[src/rtl/mem_bus_arbiter.sv]
// mem_bus_arbiter
//   Shares one slave memory port between the instruction fetch unit (m0,
//   read-only) and the load/store unit (m1, read/write). Masters are granted
//   round-robin. Only one transaction is in flight at a time. Every
//   transaction is guarded by a response timeout, so a dead slave completes
//   with an error instead of hanging the core.
//
// Ports
//   i_clock, i_reset   clock; synchronous active-high reset
//   i_m0_*             IFU request (valid, addr)
//   o_m0_*             IFU accept (ready) and response (rvalid, rdata, err)
//   i_m1_*             LSU request (valid, wen, addr, wdata, wmask)
//   o_m1_*             LSU accept (ready) and response (rvalid, rdata, err)
//   o_s_*              slave request (valid, wen, addr, wdata, wmask)
//   i_s_*              slave handshake/response (ready, rvalid, rdata, err)
//   o_busy             a transaction is owned (state != IDLE)
//   o_owner            current or last owner (0 = m0, 1 = m1)
module mem_bus_arbiter #(
  parameter int TIMEOUT = 256,
  parameter int CW      = 16
) (
  input  logic        i_clock,
  input  logic        i_reset,
  input  logic        i_m0_valid,
  input  logic [31:0] i_m0_addr,
  output logic        o_m0_ready,
  output logic        o_m0_rvalid,
  output logic [31:0] o_m0_rdata,
  output logic        o_m0_err,
  input  logic        i_m1_valid,
  input  logic        i_m1_wen,
  input  logic [31:0] i_m1_addr,
  input  logic [31:0] i_m1_wdata,
  input  logic [3:0]  i_m1_wmask,
  output logic        o_m1_ready,
  output logic        o_m1_rvalid,
  output logic [31:0] o_m1_rdata,
  output logic        o_m1_err,
  output logic        o_s_valid,
  output logic        o_s_wen,
  output logic [31:0] o_s_addr,
  output logic [31:0] o_s_wdata,
  output logic [3:0]  o_s_wmask,
  input  logic        i_s_ready,
  input  logic        i_s_rvalid,
  input  logic [31:0] i_s_rdata,
  input  logic        i_s_err,
  output logic        o_busy,
  output logic        o_owner
);

  typedef enum logic [1:0] {
    IDLE = 2'd0,
    REQ  = 2'd1,
    RESP = 2'd2
  } state_t;

  localparam logic [CW-1:0] TO_LAST = CW'(TIMEOUT - 1);

  state_t        state_q, state_d;
  logic [CW-1:0] counter_q, counter_d;
  logic          last_gnt_q, last_gnt_d;
  logic          owner_q, owner_d;
  logic          wen_q, wen_d;
  logic [31:0]   addr_q, addr_d;
  logic [31:0]   wdata_q, wdata_d;
  logic [3:0]    wmask_q, wmask_d;
  logic          m0_rvalid_q, m0_rvalid_d;
  logic [31:0]   m0_rdata_q, m0_rdata_d;
  logic          m0_err_q, m0_err_d;
  logic          m1_rvalid_q, m1_rvalid_d;
  logic [31:0]   m1_rdata_q, m1_rdata_d;
  logic          m1_err_q, m1_err_d;

  logic        any_valid;
  logic        winner;
  logic        done;
  logic        timed_out;
  logic        finish;
  logic [31:0] resp_rdata;
  logic        resp_err;

  // On a tie the master that did not win last time gets the port; last_gnt
  // resets to m0 so m1 wins the first tie.
  assign any_valid = i_m0_valid | i_m1_valid;
  assign winner    = (i_m0_valid & i_m1_valid) ? ~last_gnt_q : i_m1_valid;

  assign o_m0_ready = (state_q == IDLE) & any_valid & ~winner;
  assign o_m1_ready = (state_q == IDLE) & any_valid &  winner;

  // A response seen in REQ only counts when it arrives with the accept.
  assign done = ((state_q == REQ) & i_s_ready & i_s_rvalid) |
                ((state_q == RESP) & i_s_rvalid);

  // A real response on the last allowed cycle beats the timeout.
  assign timed_out = (state_q != IDLE) & (counter_q == TO_LAST) & ~done;
  assign finish    = done | timed_out;

  assign resp_rdata = (done & ~wen_q) ? i_s_rdata : 32'd0;
  assign resp_err   = done ? i_s_err : 1'b1;

  always_comb begin
    state_d     = state_q;
    counter_d   = counter_q;
    last_gnt_d  = last_gnt_q;
    owner_d     = owner_q;
    wen_d       = wen_q;
    addr_d      = addr_q;
    wdata_d     = wdata_q;
    wmask_d     = wmask_q;
    m0_rvalid_d = 1'b0;
    m0_rdata_d  = m0_rdata_q;
    m0_err_d    = m0_err_q;
    m1_rvalid_d = 1'b0;
    m1_rdata_d  = m1_rdata_q;
    m1_err_d    = m1_err_q;

    case (state_q)
      IDLE: begin
        if (any_valid) begin
          state_d    = REQ;
          counter_d  = '0;
          owner_d    = winner;
          last_gnt_d = winner;
          if (winner) begin
            wen_d   = i_m1_wen;
            addr_d  = i_m1_addr;
            wdata_d = i_m1_wdata;
            wmask_d = i_m1_wmask;
          end else begin
            // The IFU only reads; its write fields are forced inert.
            wen_d   = 1'b0;
            addr_d  = i_m0_addr;
            wdata_d = 32'd0;
            wmask_d = 4'd0;
          end
        end
      end
      REQ: begin
        counter_d = counter_q + CW'(1);
        if (finish) begin
          state_d = IDLE;
        end else if (i_s_ready) begin
          state_d = RESP;
        end
      end
      RESP: begin
        counter_d = counter_q + CW'(1);
        if (finish) begin
          state_d = IDLE;
        end
      end
      default: begin
        state_d = IDLE;
      end
    endcase

    // Response is steered to the owner; the other master's data is untouched.
    if (finish) begin
      if (owner_q) begin
        m1_rvalid_d = 1'b1;
        m1_rdata_d  = resp_rdata;
        m1_err_d    = resp_err;
      end else begin
        m0_rvalid_d = 1'b1;
        m0_rdata_d  = resp_rdata;
        m0_err_d    = resp_err;
      end
    end
  end

  always_ff @(posedge i_clock) begin
    if (i_reset) begin
      state_q     <= IDLE;
      counter_q   <= '0;
      last_gnt_q  <= 1'b0;
      owner_q     <= 1'b0;
      wen_q       <= 1'b0;
      addr_q      <= 32'd0;
      wdata_q     <= 32'd0;
      wmask_q     <= 4'd0;
      m0_rvalid_q <= 1'b0;
      m0_rdata_q  <= 32'd0;
      m0_err_q    <= 1'b0;
      m1_rvalid_q <= 1'b0;
      m1_rdata_q  <= 32'd0;
      m1_err_q    <= 1'b0;
    end else begin
      state_q     <= state_d;
      counter_q   <= counter_d;
      last_gnt_q  <= last_gnt_d;
      owner_q     <= owner_d;
      wen_q       <= wen_d;
      addr_q      <= addr_d;
      wdata_q     <= wdata_d;
      wmask_q     <= wmask_d;
      m0_rvalid_q <= m0_rvalid_d;
      m0_rdata_q  <= m0_rdata_d;
      m0_err_q    <= m0_err_d;
      m1_rvalid_q <= m1_rvalid_d;
      m1_rdata_q  <= m1_rdata_d;
      m1_err_q    <= m1_err_d;
    end
  end

  // Slave payload is gated by valid so the bus reads as zero when idle.
  assign o_s_valid = (state_q == REQ);
  assign o_s_wen   = o_s_valid & wen_q;
  assign o_s_addr  = o_s_valid ? addr_q  : 32'd0;
  assign o_s_wdata = o_s_valid ? wdata_q : 32'd0;
  assign o_s_wmask = o_s_valid ? wmask_q : 4'd0;

  assign o_m0_rvalid = m0_rvalid_q;
  assign o_m0_rdata  = m0_rdata_q;
  assign o_m0_err    = m0_err_q;
  assign o_m1_rvalid = m1_rvalid_q;
  assign o_m1_rdata  = m1_rdata_q;
  assign o_m1_err    = m1_err_q;

  assign o_busy  = (state_q != IDLE);
  assign o_owner = owner_q;

endmodule

[config.mk]
export PLATFORM = sky130hd
export DESIGN_NAME = mem_bus_arbiter
export DESIGN_NICKNAME = d
export VERILOG_FILES = /design/src/rtl/mem_bus_arbiter.sv
export SDC_FILE = /design/constraint.sdc
export NUM_CORES = 1
export LEC_CHECK = 0
export ABC_AREA = 1
export CORE_UTILIZATION = 44
export CTS_CLUSTER_SIZE = 25
export DETAILED_ROUTE_END_ITERATION = 10
export PLACE_DENSITY_LB_ADDON = 0.25
export SYNTH_ARGS = -nofsm -noshare
export SYNTH_HDL_FRONTEND = slang
export SYNTH_SLANG_ARGS = --single-unit
export TNS_END_PERCENT = 20
[constraint.sdc]
create_clock -name i_clock -period 2.45 [get_ports i_clock]
set_clock_uncertainty 0.1 [all_clocks]
set_input_delay 0.49 -clock i_clock [delete_from_list [all_inputs] [get_ports i_clock]]
set_output_delay 0.49 -clock i_clock [all_outputs]
set_load 0.005 [all_outputs]
==> flow_summary_export.csv, run 1 <==
group,metric,value,unit
clock_network,tritoncts_clock_tree,"done",
placement,placed_area,0.0101,mm2
synth,post-synth-top-area-fraction,44.5,%
pwr,total_leakage_power,5.23,nW
layout,post_route_cell_area,0.0109,mm2
synth,async_flop_share,0,%
synth,synth_fp_nets,1148,
worst_setup_path,setup.worst_path.start,"i_m0_valid",
worst_setup_path,setup.worst_path.class,"in2out",
floorplan,initial_cell_density_of_the_core,45.6,%
clock_network,clock-root-buffer,"sky130_fd_sc_hd__clkbuf_16",
synth,mappedNetlistArea,0.00701,mm2
layout,finalCoreUtilization,70.9,%
synth,synth_seq_cells,156,
job,cap_violations,0,
floorplan,floorplan.rows,45,
clock_network,cts-htree-levels,4,
timing,slew-limit-headroom,68.5,%
clock_network,tritoncts.num_buffers,17,
layout,post_route_cells_drive_above_1_share,9.24,%
status,outcome,"finished clean",
timing,clock.fmax,409,MHz
global_routing,grt_usage,25.6,%
floorplan,boundaryPins,282,
floorplan,die_y,128,um
synth,yosysWarnings,0,
worst_setup_path,setup.worst_path.end_class,"primary output",
clock_network,worstSkewPairLatency,0.42,ns
worst_setup_path,regToRegEndpoint,"o_m1_rdata[9]",
clock_network,cts.reportedPaths.clkPinSlew,0.06,ns
layout,design.final.nets,1422,
routing,wl_met2,10.6,mm
worst_setup_path,startpoint_type,"input port",
routing,routed-via-count,7171,
global_routing,maximum_number_of_pins_on_one_net_before_global_route_repair,102,
worst_setup_path,timing.rr.start,"state_q[1]",
routing,initialDrtViolationCount,396,
pwr,max-vdd-ir-drop,754,uV
synth,seq_total_area_yosys,44.5,%
routing,dr.pass1.iters,6,
routing,drt-met1-wl,8.60,mm
global_routing,antenna_found_initial,1,
synth,synth_cells,1003,
clock_network,tritoncts_num_sinks,156,
timing,period_share,99.8,%
worst_setup_path,ff2ff_path_depth,13,
floorplan,coreArea,0.0154,mm2
timing,setup_violating_endpoint_count_in_the_final_report,0,
synth,synth_largest_area_cell,"sky130_fd_sc_hd__dfxtp_1",
timing,tightestPinTransition,0.472,ns
routing,ant_nets,0,
global_routing,grt_overflow_total,0,
min_path,worstHoldPathType,"reg2reg",
placement,port_buffers,281,
placement,dp_hpwl,14.6,mm
routing,drt-vias-per-instance,4.78,
global_routing,grt_first_pass_wirelength,32.8,mm
layout,flow.area_growth_from_synthesis,55.4,%
timing,finalMaxSlewViolations,0,
synth,ys.flop_type,"sky130_fd_sc_hd__dfxtp_1",
synth,synth_cell_types,34,
placement,finalWeightedCongestion,0.840,
synth,synth_top_cells_by_area,"sky130_fd_sc_hd__dfxtp_1 45%, sky130_fd_sc_hd__nand2_1 17%, sky130_fd_sc_hd__inv_1 6.9%",
pwr,power_density,883,mW/mm2
timing,final.min_clock_period,2.44,ns
placement,post_placement_worst_setup_slack,-0.0754,ns
routing,drt-wirelength-per-cell,14.3,um
routing,topRoutingLayerUsed,"met5",
routing,post-route-drc-count,0,
layout,layout.cells.most_common,"sky130_fd_sc_hd__nand2_1",
timing,rsz_0062_raised_after_global_routing,"yes",
worst_setup_path,timing.critical_path.fanout_max,2,
routing,met3RoutedLength,1.51,mm
timing,holdWs,0.363,ns
timing,finalHoldViolCount,0,
synth,synth_edf_count,0,
worst_setup_path,worst-r2r-setup-slack,0.37,ns
worst_setup_path,crit_path_end,"o_m0_ready",
floorplan,floorplan.die.width,128,um
floorplan,fp.dieArea,0.0164,mm2
worst_setup_path,critical_path_required,1.86,ns
timing,setup_ws,0.00593,ns
layout,most-common-layout-cells,"316 x sky130_fd_sc_hd__nand2_1, 220 x sky130_fd_sc_hd__clkdlybuf4s50_1, 154 x sky130_fd_sc_hd__dfxtp_1, 124 x sky130_fd_sc_hd__inv_1, 107 x sky130_fd_sc_hd__nor2_1",
clock_network,cts_buffer_depth,2,
synth,synth.avg_cell_area,6.99,um2
layout,antennaDiodeCount,0,
global_routing,first_global_vias,6587,
routing,wl,21.4,mm
worst_setup_path,worst-endpoint-arrival,1.85,ns
## through the flow
| stage | TNS (ns) | std cells | power (W) |
|---|---|---|---|
| finish | 0 | 1499 | 0.00962 |
| global route | -0.204 | 1499 | 0.0102 |
| CTS | 0 | 1494 | 0.00955 |
| detailed placement | -0.114 | 1462 | 0.00660 |
| global placement | -0.138 | 1462 | 0.00655 |
| floorplan | 0 | 1003 | 0.00506 |
## critical path, cell delays in order
cell and delay (ns):
sky130_fd_sc_hd__clkdlybuf4s50_1 0.48, sky130_fd_sc_hd__inv_1 0.05, sky130_fd_sc_hd__o21ai_2 0.15, sky130_fd_sc_hd__nand2_1 0.09, sky130_fd_sc_hd__inv_2 0.08, sky130_fd_sc_hd__clkdlybuf4s50_1 0.50
## layout make-up
class,count,area (um2)
Clock buffer,18,439
Fill cell,1308,4470
Multi-Input combinational cell,660,3150
Tap cell,211,264
Sequential cell,156,3130
Clock inverter,12,196
Inverter,131,498
Timing Repair Buffer,311,3220
## cell families after synthesis
group	count (synthesis)	synth area share, %
AO/OA/AOI/OAI	164	12.8
adder cells (fa/ha/maj)	5	0.892
buffers and inverters	187	11.2
AND/OR/NAND/NOR	491	30.6
flip-flops	156	44.5
## where the power goes
group | leakage (nW) | switching, W | internal, W | total, W
logic | 3.65 | 0.00190 | 0.00165 | 0.00355
registers | 1.27 | 0.000240 | 0.00297 | 0.00321
clock network | 0.304 | 0.00104 | 0.00182 | 0.00286
## flip-flops by register name, summed over array words and instances, names as in the netlist, 2 cells and up
register and cells:
addr_q 32, counter_q 16, o_m0_rdata 32, o_m1_rdata 32, wmask_q 4, wdata_q 32, state_q 2
## worst min-delay path by stage
stage,startpoint,end,slack (ns),cells after the start
after global placement,counter_q[4],counter_q[4],0.35,2
after floorplan,counter_q[10],counter_q[10],0.34,2
after global routing,wdata_q[7],wdata_q[7],0.38,2
after detailed placement,o_m0_rdata[18],o_m0_rdata[18],0.35,2
after CTS,o_m0_rdata[18],o_m0_rdata[18],0.36,2
final,wmask_q[3],wmask_q[3],0.36,2
## cells in the mapped netlist, drive strengths merged (2+ instances only)
library cell  instances
nand2               323
dfxtp               156
nor2                138
inv                 129
a21oi                75
o21ai                51
a31oi                32
clkbuf               30
buf                  26
nand3                14
nand4                 7
nor3                  6
ha                    5
a211oi                2
clkinv                2
o21a                  2
or2                   2
## metal layers
metal | vias to the layer above | global-route usage, %
met5 | - | 0
li1 | 3638 | -
met1 | 3246 | 29.1
met3 | 47 | 7.85
met4 | 2 | 11.3
met2 | 238 | 44.0
## what timing repair did
| action | CTS | global route |
|---|---|---|
| cloned | 0 | 2 |
| pin swaps | 0 | 0 |
| setup buffers | 2 | 3 |
| gates resized for setup | 47 | 26 |
| hold buffers | 0 | 0 |
| setup endpoints to repair | 73 | 37 |
No activity file was read; power rests on OpenSTA's default activity.
==> inputs of run 2 (changes only) <==
- CORE_AREA: unset -> 2 2 109 111
- CORE_UTILIZATION: 44 -> unset
- DIE_AREA: unset -> 0 0 111 113
- DONT_BUFFER_PORTS: unset -> 1
- TNS_END_PERCENT: 20 -> unset
==> run 2 against run 1 <==
- sequential share of layout area rose by 12 points
- flip-flop and latch count is the same
- hold slack worse by 0.32 ns
- cell count shrank 24%
- fmax rose by 6.0%
- setup slack improved by 0.14 ns
- non-clock buffer count shrank 298
- highest routed layer is now met4
- largest power group is now sequential cells
- count of clock-buffer cells in the layout rose by 4
==> flow_summary_export.csv, run 2 (synthesized netlist as in run 1, its figures left out) <==
group,metric,value,unit
status,outcome,"finished clean",
worst_setup_path,timing.rr.start,"state_q[0]",
routing,initialDrtViolationCount,572,
timing,slew-limit-headroom,56.2,%
routing,routed-via-count,6112,
worst_setup_path,critical_path_required,1.86,ns
timing,rsz_0062_raised_after_global_routing,"no",
global_routing,grt_usage,27.5,%
routing,drt-vias-per-instance,5.38,
routing,ant_nets,0,
clock_network,tritoncts_clock_tree,"done",
floorplan,fp.dieArea,0.0125,mm2
routing,post-route-drc-count,0,
global_routing,first_global_vias,5496,
routing,wl,17.6,mm
timing,finalMaxSlewViolations,0,
layout,layout.cells.non_filler,1136,
floorplan,boundaryPins,282,
layout,finalCoreUtilization,67.8,%
min_path,worstHoldPathType,"in2reg",
worst_setup_path,regToRegEndpoint,"o_m0_rdata[25]",
worst_setup_path,setup.worst_path.end_class,"primary output",
floorplan,floorplan.die.width,111,um
worst_setup_path,worst-r2r-setup-slack,0.29,ns
layout,flow.area_growth_from_synthesis,9.03,%
floorplan,initial_cell_density_of_the_core,62.2,%
floorplan,coreArea,0.0113,mm2
global_routing,antenna_found_initial,0,
timing,period_share,94.1,%
layout,post_route_cells_drive_above_1_share,9.38,%
clock_network,postCtsSetupRepairBufs,0,
pwr,power_density,1060,mW/mm2
layout,design.final.nets,1124,
floorplan,die_y,113,um
layout,most-common-layout-cells,"316 x sky130_fd_sc_hd__nand2_1, 156 x sky130_fd_sc_hd__dfxtp_1, 128 x sky130_fd_sc_hd__inv_1, 107 x sky130_fd_sc_hd__nor2_1, 73 x sky130_fd_sc_hd__a21oi_1",
clock_network,tritoncts.num_buffers,17,
routing,dr.pass1.iters,6,
timing,fin_setup_tns,0,ns
layout,post_route_cell_area,0.00765,mm2
clock_network,worstSkewPairLatency,0.41,ns
pwr,fin_total_pwr,0.00812,W
clock_network,cts-htree-levels,4,
global_routing,grt_overflow_total,0,
placement,placed_area,0.00706,mm2
worst_setup_path,crit_path_end,"o_m0_ready",
clock_network,post_cts_hold_buffer_count,0,
placement,dp_hpwl,12.1,mm
clock_network,cts_buffer_depth,2,
timing,setup_violating_endpoint_count_in_the_final_report,0,
worst_setup_path,setup.worst_path.class,"reg2out",
clock_network,cts.reportedPaths.clkPinSlew,0.06,ns
clock_network,clock-root-buffer,"sky130_fd_sc_hd__clkbuf_16",
worst_setup_path,setup.worst_path.start,"state_q[0]",
floorplan,floorplan.rows,39,
global_routing,maximum_number_of_pins_on_one_net_before_global_route_repair,103,
job,cap_violations,0,
pwr,max-vdd-ir-drop,769,uV
timing,finalHoldViolCount,0,
timing,final.min_clock_period,2.30,ns
placement,port_buffers,0,
placement,finalWeightedCongestion,0.847,
pwr,total_leakage_power,3.46,nW
timing,tightestPinTransition,0.657,ns
placement,dp.cells,1103,
clock_network,cts_resized,0,
worst_setup_path,timing.critical_path.fanout_max,18,
worst_setup_path,startpoint_type,"register",
worst_setup_path,worst-endpoint-arrival,1.71,ns
routing,drt-wirelength-per-cell,15.5,um
timing,clock.fmax,434,MHz
layout,fill_cells,1021,
worst_setup_path,ff2ff_path_depth,11,
global_routing,grt_first_pass_wirelength,27.9,mm
layout,layout.cells.most_common,"sky130_fd_sc_hd__nand2_1",
clock_network,tritoncts_num_sinks,156,
==> run 2: worst min path at each step <==
stage                        startpoint              to  slack (ns)  cells past startpoint
after floorplan           counter_q[10]   counter_q[10]        0.34                      2
after global placement      wdata_q[31]     wdata_q[31]        0.35                      2
after detailed placement     wmask_q[1]      wmask_q[1]        0.35                      2
after CTS                       i_reset  o_m1_rdata[19]        0.03                      1
after global routing            i_reset      addr_q[18]        0.02                      1
final                           i_reset      addr_q[15]        0.04                      1
==> run 2: routing by layer <==
layer	vias to the layer above	GRT usage, %	part of all wire, %
li1	3045	-	-
met1	2800	34.2	42
met2	230	43.5	47
met3	37	10.1	8.4
met4	0	11.4	2.9
met5	-	0	0
==> run 2: where the power goes <==
group | internal (W) | switching, W
Clock | 0.00158 | 0.000999
Combinational | 0.000701 | 0.00159
Sequential | 0.00297 | 0.000278
==> run 2: critical path, cell delays in order (launching register included) <==
cell	delay (ns)
sky130_fd_sc_hd__dfxtp_1	0.31
sky130_fd_sc_hd__inv_1	0.12
sky130_fd_sc_hd__ha_1	0.25
sky130_fd_sc_hd__o21ai_4	0.14
sky130_fd_sc_hd__inv_1	0.07
sky130_fd_sc_hd__nand2_1	0.08
sky130_fd_sc_hd__inv_2	0.32
==> run 2: metrics by stage <==
| step | setup WS, ns | hold WS (ns) |
|---|---|---|
| 5_1_grt | 0.0296 | 0.0246 |
| 3_3_place_gp | 0.382 | 0.347 |
| 4_1_cts | 0.149 | 0.0275 |
| 2_1_floorplan | 0.445 | 0.335 |
| 3_5_place_dp | 0.293 | 0.349 |
| 6_report | 0.145 | 0.0432 |
==> run 2: area by class of cell <==
class                      instances  area [um2]  share of cell area [%]
multi-input combinational        660        3120                    40.9
sequential                       156        3120                    40.8
inverter                         131         494                    6.46
clock buffer                      22         474                    6.20
tap                              143         179                    2.34
timing repair buffer              13         135                    1.77
clock inverter                    10         114                    1.49
antenna                            1        2.50                  0.0327
